## src/rtl/logistic_snd_multi.sv

```systemverilog
// rtl/logistic_snd_multi.sv - logistic-map sonifier: paced fixed-point map, r sweep, oscillator bank, sigma-delta mix
module logistic_snd_multi #(
    parameter int N_OSC      = 4,
    parameter int FRAC       = 8,
    parameter int PHASE_BITS = 12,
    parameter int PHASE_DEC  = 7,
    parameter int ITER_DIV   = 4096,
    parameter int LO_INC     = 8,
    parameter int HI_INC     = 48,
    parameter int R_INIT     = 272
) (
    input  logic              clk,
    input  logic              reset,
    input  logic [1:0]        mode,
    input  logic [FRAC+1:0]   r_lo,
    input  logic [FRAC+1:0]   r_hi,
    input  logic [FRAC+1:0]   r_step,
    input  logic [15:0]       iter_per_r,
    input  logic [N_OSC-1:0]  chan_en,
    output logic              snd,
    output logic [FRAC-1:0]   x_out,
    output logic [FRAC+1:0]   r_out,
    output logic              x_valid
);

    localparam int DW = $clog2(ITER_DIV);
    localparam int PW = (N_OSC > 1) ? $clog2(N_OSC) : 1;
    localparam int CW = $clog2(N_OSC + 1);
    localparam int AW = $clog2(2 * N_OSC);
    localparam int SW = PHASE_BITS + FRAC;

    localparam logic [DW-1:0]   DIV_LAST = DW'(ITER_DIV - 1);
    localparam logic [FRAC-1:0] X_INIT   = {1'b1, {(FRAC-1){1'b0}}};
    localparam logic [FRAC:0]   X_ONE    = {1'b1, {FRAC{1'b0}}};
    localparam logic [FRAC+3:0] X_MAX    = {4'b0000, {FRAC{1'b1}}};
    localparam logic [SW-1:0]   SPAN     = SW'(HI_INC - LO_INC);

    logic [FRAC-1:0]       x;
    logic [FRAC+1:0]       r;
    logic                  dir_up;
    logic [DW-1:0]         div_cnt;
    logic [15:0]           iter_cnt;
    logic [PW-1:0]         ptr;
    logic [PHASE_DEC-1:0]  step_cnt;
    logic [PHASE_BITS-1:0] phase [N_OSC];
    logic [PHASE_BITS-1:0] freq  [N_OSC];
    logic [AW-1:0]         acc;

    logic                  pause;
    logic                  tick;
    logic                  strobe;
    logic [15:0]           ipr_m1;

    assign x_out  = x;
    assign r_out  = r;
    assign pause  = (mode == 2'd3);
    assign tick   = !pause && (div_cnt == DIV_LAST);
    assign strobe = &step_cnt;
    assign ipr_m1 = (iter_per_r == 16'd0) ? 16'd0 : iter_per_r - 16'd1;

    // Map step y = r*x*(1-x), clamped to [1, 2^FRAC-1] so the orbit never sticks at 0.
    logic [FRAC:0]        xc;
    logic [2*FRAC+1:0]    prod1;
    logic [FRAC:0]        t;
    logic [2*FRAC+3:0]    prod2;
    logic [FRAC+3:0]      y_full;
    logic [FRAC-1:0]      y;

    always_comb begin
        xc     = X_ONE - {1'b0, x};
        prod1  = (2*FRAC+2)'(x) * (2*FRAC+2)'(xc);
        t      = (FRAC+1)'(prod1 >> FRAC);
        prod2  = (2*FRAC+4)'(r) * (2*FRAC+4)'(t);
        y_full = (FRAC+4)'(prod2 >> FRAC);
        if (y_full > X_MAX) begin
            y = '1;
        end else if (y_full == '0) begin
            y = FRAC'(1);
        end else begin
            y = y_full[FRAC-1:0];
        end
    end

    logic [FRAC+2:0] r_sum;
    logic [FRAC+2:0] lo_sum;
    logic [FRAC+1:0] r_next;
    logic            dir_next;

    always_comb begin
        r_sum    = {1'b0, r} + {1'b0, r_step};
        lo_sum   = {1'b0, r_lo} + {1'b0, r_step};
        r_next   = r;
        dir_next = dir_up;
        case (mode)
            2'd1: begin
                if ((r < r_lo) || (r_sum > {1'b0, r_hi})) begin
                    r_next = r_lo;
                end else begin
                    r_next = r_sum[FRAC+1:0];
                end
            end
            2'd2: begin
                if (dir_up) begin
                    if (r_sum >= {1'b0, r_hi}) begin
                        r_next   = r_hi;
                        dir_next = 1'b0;
                    end else begin
                        r_next = r_sum[FRAC+1:0];
                    end
                end else begin
                    if ({1'b0, r} <= lo_sum) begin
                        r_next   = r_lo;
                        dir_next = 1'b1;
                    end else begin
                        r_next = r - r_step;
                    end
                end
            end
            default: ;
        endcase
    end

    logic [SW-1:0]         span_x;
    logic [PHASE_BITS-1:0] freq_val;
    logic [CW-1:0]         c;
    logic [AW-1:0]         s;

    always_comb begin
        span_x   = SPAN * SW'(x);
        freq_val = PHASE_BITS'(LO_INC) + PHASE_BITS'(span_x >> FRAC);
        c = '0;
        for (int i = 0; i < N_OSC; i++) begin
            c = c + CW'(phase[i][PHASE_BITS-1] & chan_en[i]);
        end
        s = acc + AW'(c);
    end

    always_ff @(posedge clk) begin
        if (reset) begin
            x        <= X_INIT;
            r        <= (FRAC+2)'(R_INIT);
            dir_up   <= 1'b1;
            div_cnt  <= '0;
            iter_cnt <= '0;
            ptr      <= '0;
            step_cnt <= '0;
            acc      <= '0;
            snd      <= 1'b0;
            x_valid  <= 1'b0;
            for (int i = 0; i < N_OSC; i++) begin
                phase[i] <= '0;
                freq[i]  <= PHASE_BITS'(LO_INC);
            end
        end else begin
            if (!pause) begin
                div_cnt <= (div_cnt == DIV_LAST) ? '0 : div_cnt + 1'b1;
            end
            x_valid <= tick;
            if (tick) begin
                x <= y;
                if (iter_cnt >= ipr_m1) begin
                    iter_cnt <= '0;
                    r        <= r_next;
                    dir_up   <= dir_next;
                end else begin
                    iter_cnt <= iter_cnt + 16'd1;
                end
            end
            // The x_valid cycle already holds the new x, so the freq slot is loaded from it here.
            if (x_valid) begin
                freq[ptr] <= freq_val;
                ptr       <= (ptr == PW'(N_OSC - 1)) ? '0 : ptr + 1'b1;
            end
            step_cnt <= step_cnt + 1'b1;
            if (strobe) begin
                for (int i = 0; i < N_OSC; i++) begin
                    phase[i] <= phase[i] + freq[i];
                end
            end
            if (s >= AW'(N_OSC)) begin
                acc <= s - AW'(N_OSC);
                snd <= 1'b1;
            end else begin
                acc <= s;
                snd <= 1'b0;
            end
        end
    end

endmodule
```

## config.mk

```make
export PLATFORM = sky130hd
export DESIGN_NAME = logistic_snd_multi
export DESIGN_NICKNAME = d
export VERILOG_FILES = /design/src/rtl/logistic_snd_multi.sv
export SDC_FILE = /design/constraint.sdc
export NUM_CORES = 1
export LEC_CHECK = 0
export ABC_AREA = 1
export CAP_MARGIN = 10
export CELL_PAD_IN_SITES_DETAIL_PLACEMENT = 1
export CELL_PAD_IN_SITES_GLOBAL_PLACEMENT = 2
export CORE_MARGIN = 10
export CORE_UTILIZATION = 34
export CTS_CLUSTER_DIAMETER = 80
export DETAILED_ROUTE_END_ITERATION = 16
export HOLD_SLACK_MARGIN = 0.08
export PLACE_DENSITY = 0.8
export SYNTH_ARGS = -nofsm -noshare
export SYNTH_HDL_FRONTEND = slang
export SYNTH_SLANG_ARGS = --single-unit
```

## constraint.sdc

```tcl
create_clock -name clk -period 9.8 [get_ports clk]
set_clock_uncertainty 0.2 [all_clocks]
set_input_delay 1.96 -clock clk [delete_from_list [all_inputs] [get_ports clk]]
set_output_delay 1.96 -clock clk [all_outputs]
set_load 0.05 [all_outputs]
```

[Yosys cells after proc, flatten, opt, wreduce, memory -nomap -nowiden]
Memories as Yosys holds them, arrays and structs flattened.
Index checks and enable logic that the tools add are counted.
Cells by class
  div/mod/pow operators: 0
  bitwise operators: 8
  $add $sub $neg: 19
  eq/ne operators: 5
  $mul: 3
  reductions and logical operators: 10
  order comparisons: 7
  shifts and indexed selects: 0
  muxes and demuxes: 31
Operators by type and width (number)
  12-bit 2-to-1 mux: 5
  12-bit adder: 4
  10-bit 2-to-1 mux: 4
  16-bit 2-to-1 mux: 2
  10-bit by 10-bit adder with 11-bit output: 2
  10-bit one-hot mux with 2 select lines: 1
  10-bit by 9-bit multiplier with 19-bit output: 1
  8-bit by 9-bit multiplier with 17-bit output: 1
  16-bit by 1-bit adder with 16-bit output, second input constant: 1
  16-bit >= comparator: 1
  16-bit zero test: 1
  8-bit 2-to-1 mux: 2
  16-bit by 1-bit subtractor with 16-bit output, second input constant: 1
  1-bit 2-to-1 mux: 13
  12-bit by 1-bit adder with 12-bit output, second input constant: 1
  12-bit == test, second input constant: 1
  12-bit zero test: 1
  11-bit by 10-bit >= comparator with 1-bit output: 1
  11-bit by 10-bit > comparator with 1-bit output: 1
  11-bit by 8-bit > comparator with 1-bit output, second input constant: 1
  10-bit by 11-bit <= comparator with 1-bit output: 1
  3-bit by 8-bit multiplier with 11-bit output, first input constant: 1
  10-bit < comparator: 1
  10-bit subtractor: 1
  24 further kinds: 34
Storage, ports and cells
  bits of input ports: 54
  ROM bits: 0
  memory bits (writable): 76
  output and inout port bits: 20
  bits in latches: 0
  logic and storage cells: 95
  memories kept: 2
  bits in registers: 61
Memory list
  phase: words 4, width 12, rd ports 4, clocked after memory_dff 0, wr ports 4, line 45  | logic [PHASE_BITS-1:0] phase [N_OSC];
  freq: words 4, width 7, rd ports 4, clocked after memory_dff 0, wr ports 4, line 46  | logic [PHASE_BITS-1:0] freq [N_OSC];

[Longest topological paths before layout]
An unclocked memory read counts as a cell.
  depth after elaboration: 8
  depth in mapped cells: 55
  gate-level depth less buffers: 54

[Worst setup path after synthesis]
No wires, ideal clock.
  kind: register to register
  start: register x[1], in the netlist x_out[1]
  end: register x[6], in the netlist x_out[6]
  slack: -58 ps
  arrival: 9530 ps
  required time: 9472 ps
  library setup time: 128 ps
  stages on the path, launching flop included: 55
  cell sequence: dfxtp_1 clkinv_1 ha_1 nand3_1 nor3_1 ha_1 inv_1 nand2_1 fa_1 inv_1 fa_1 fa_1 inv_1 fa_1 inv_1 ha_1 inv_2 o21bai_1 (+19 left out) fa_1 inv_1 fa_1 inv_1 fa_1 inv_1 ha_1 a21oi_1 o21ai_0 o21bai_2 nand3_1 nand2_1 nand2_1 nand2_1 nor2_4 nand2_2 o21ai_0 o21ai_0
On the way
  longest elaborated chain between the ends: 6
  elaborated cells on any way between the ends: 7
  those cells by class: add/sub: 1; mul: 2; order compare: 1; mux: 2; reduce/logical: 1
RTL lines
  from (decl): line 38  | logic [FRAC-1:0] x;
  from (signal assigned): line 160  | x <= y;
  9-bit by 8-bit subtractor with 9-bit output: line 70  | xc = X_ONE - {1'b0, x};
  8-bit by 9-bit multiplier with 17-bit output (*): line 71  | prod1 = (2*FRAC+2)'(x) * (2*FRAC+2)'(xc);
  10-bit by 9-bit multiplier with 19-bit output (*): line 73  | prod2 = (2*FRAC+4)'(r) * (2*FRAC+4)'(t);
  parallel branches: the longest is 2 deep, another holds 11-bit by 8-bit > comparator with 1-bit output
  8-bit 2-to-1 mux (*): line 75  | if (y_full > X_MAX) begin
Every way passes the cells marked *.
A chain may end at the register's enable or synchronous reset.

[Worst setup path after layout]
  start: register x[1], in the netlist x_out[1]
  end: register x[7], in the netlist x_out[7]
Same word-level chain as after synthesis.

==> metrics.md <==
| Metric | Value |
|---|---|
| Power per Cell Area | `92.8 nW/µm²` |
| Die X | `230 µm` |
| Setup-failing EPs final | `0` |
| Ys Warns | `0` |
| Pin count of the biggest net entering global routing | `50` |
| Slew Limit Fails | `0` |
| CTS tree | `done` |
| Clock Path Buffers | `2` |
| Placement Cell Area | `16600 µm²` |
| GRT Util Overall | `16.4%` |
| Crit-path most repeated cell | `nand2_2` |
| Die area | `52900 µm²` |
| Leakage power | `8.45 nW` |
| Tcrit/Tclk final | `95.4%` |
| Core Area | `43400 µm²` |
| WL per Instance | `16.5 µm` |
| DRC errors left | `0` |
| Initial Utilization | `34.6%` |
| Die Y | `230 µm` |
| Clock sinks | `137` |
| CTS H-tree depth | `4` |
| Hold crit path type | `register to register` |
| Startpoint types | `register` |
| Initial DRT Pass Iterations | `5` |
| Final Hold Viols | `0` |
| CP Class | `register to register` |
| Gpl congestion | `0.874` |
| Peak Freq | `107 MHz` |
| DPL Wire Length | `35.4 mm` |
| Num CTS Buffers | `17` |
| Worst setup EP type | `register` |
| First-pass GRT wire length | `71.5 mm` |
| Antenna Violating Nets Remaining | `0` |
| Final core occ | `40.7%` |
| Minimum clock period after layout | `9.35 ns` |
| CP required | `9.91 ns` |
| Ant diodes | `0` |
| Max-cap violations | `0` |
| Synth top area share | `16.7%` |
| Register area share after synthesis | `23.4%` |
| Vias in the first global route | `13903` |
| # nets final | `2420` |
| Initial antenna violation count | `0` |
| Top Ports | `74` |
| Maximum VDD drop | `0.000100 V` |
| Ys async rst share | `0%` |
| Vias/cell | `4.88` |
| Relative slew slack | `52.9%` |
| Crit-path max cell delay | `0.56 ns` |
| Clock Pin Slew Worst Setup and Hold Paths | `0.06 ns` |
| Row cnt | `76` |
| Worst-Margin Slew | `0.707 ns` |
| Latest clock arrival within the worst-skew pair | `0.43 ns` |
| Root Buffer Master | `clkbuf_16` |
| Crit Path Max Fanout | `8` |
| Drt total wl | `43.8 mm` |
| Proportion of layout cells with a drive suffix above 1 | `9.07%` |
| Port Buffer Count | `73` |
| Avg Inst Size Synth | `7.73 µm²` |
| Worst path slowest cell | `fa_2` |
| Design area | `17700 µm²` |
| Total chip power | `1.64 mW` |
| Leading area contributor after synthesis | `ha_1` |
| Yosys cell types | `57` |
| Overflow left after global routing | `0` |
| Synth top area cells | `ha_1 (17%), edfxtp_1 (15%), fa_1 (14%), inv_1 (8.8%), dfxtp_1 (8.1%)` |
| Number of synthesized register bits | `137` |
| Via Count | `12975` |
| DRT iter0 DRCs | `471` |
| Top FF cell, synth | `edfxtp_1` |
| Crit path DAT | `9.46 ns` |
| Outcome | `completed` |
| Synth Cell Area | `15000 µm²` |
| Post-synth EDFFs | `76` |
| Cells after Synth | `1941` |
| Area delta synth->final | `17.7%` |
-- report_power, final --
group / leakage, nW / total (mW) / switching, mW / internal, mW
Sequential: 1.26 / 0.633 / 0.00960 / 0.623
Combinational: 6.89 / 0.321 / 0.194 / 0.126
Clock: 0.298 / 0.686 / 0.259 / 0.426
Total: 8.45 / 1.64 / 0.463 / 1.18
-- Yosys cell counts, types with 8 or more instances --
cell,number
nand4_1,14
edfxtp_1,76
fa_1,107
inv_1,350
inv_2,9
nor3_1,34
nand2_2,17
nand3_1,74
nor2_1,250
xor2_1,38
o21a_1,12
clkbuf_1,17
xnor2_1,10
nand2_1,324
dfxtp_1,61
o21bai_1,10
ha_1,200
o21ai_0,90
or2_2,8
a21oi_1,143
-- critical path, delay by kind of cell, from the launching register on --
kind	cells	cell delay (ns)
flops	1	0.32
fa+ha+maj	11	4.90
simple gates	28	2.35
compound gates	3	0.53
xor+xnor	1	0.31
buf+inv	7	0.61
-- layout make-up --
cell class              count  area, µm²
fillers                  5353      25700
inverters                 362       1360
flip-flops and latches    137       3510
well taps                 585        732
clock inverters            15        195
multi-input cells        1422      10400
clock buffers              17        425
repair buffers            119       1080
-- cell families after synthesis --
kind of cell | count (synthesis) | share of synthesized area (%)
AOI/OAI and AO/OA | 293 | 10.9
xor gates and xnor gates | 49 | 2.99
adders and majority gates | 307 | 31.0
buffers and inverters | 391 | 9.97
DFF | 137 | 23.4
other | 2 | 0.0501
and+or+nand+nor | 762 | 21.7
-- through the flow --
stage / setup WS, ns / hold slack (ns) / setup TNS, ns / std cells
2_1_floorplan: 0.00669 / 0.218 / 0 / 1950
3_3_place_gp: 0.206 / 0.231 / 0 / 2615
3_5_place_dp: -0.0481 / 0.241 / -0.156 / 2615
4_1_cts: 0.0101 / 0.256 / 0 / 2647
5_1_grt: -0.0672 / 0.275 / -0.407 / 2657
6_report: 0.453 / 0.255 / 0 / 2657
-- repair_timing --
item | CTS | global route
pin swaps | 0 | 35
hold buffers | 0 | 0
setup endpoints to repair | 5 | 8
buffers inserted | 0 | 9
resized for setup | 4 | 77
-- state kept, by name, indices dropped and copies added, names as in the netlist --
signal    cells
acc           3
dir_up        1
div_cnt      12
freq         28
iter_cnt     16
phase        48
ptr           2
r_out        10
snd           1
step_cnt      7
x_out         8
x_valid       1
-- path summary, 6_finish.rpt --
| check | start | to | slack, ns | cells after the start |
|---|---|---|---|---|
| worst max-delay path | x_out[1]$_SDFFE_PP0P_ | x_out[7]$_SDFFE_PP1P_ | 0.45 | 50 |
| worst max register to register | x_out[1]$_SDFFE_PP0P_ | x_out[7]$_SDFFE_PP1P_ | 0.45 | 50 |
| worst min-delay path | step_cnt[0]$_SDFF_PP0_ | step_cnt[0]$_SDFF_PP0_ | 0.25 | 1 |
| worst min register to register | step_cnt[0]$_SDFF_PP0_ | step_cnt[0]$_SDFF_PP0_ | 0.25 | 1 |
-- routing by layer --
metal,global-route usage [%],share of wire (%)
met4,3.47,1.5
met3,1.77,1.9
met5,0,0
met1,21.2,46
met2,29.1,50
-- cell usage in the layout, fill, tap and decap left out, types with 8 or more instances in the layout --
master,count
a21oi_1,136
buf_4,45
clkbuf_16,17
clkdlybuf4s50_1,73
conb_1,11
dfxtp_1,59
edfxtp_1,76
fa_1,103
ha_1,189
ha_4,11
inv_1,348
inv_2,12
nand2_1,315
nand2_2,23
nand3_1,72
nand4_1,14
nor2_1,244
nor2_2,12
nor3_1,31
o21a_1,12
o21ai_0,78
o21ai_1,8
o21bai_1,10
or2_2,8
xnor2_1,9
xor2_1,37
No activity file was read; power rests on OpenSTA's default activity.
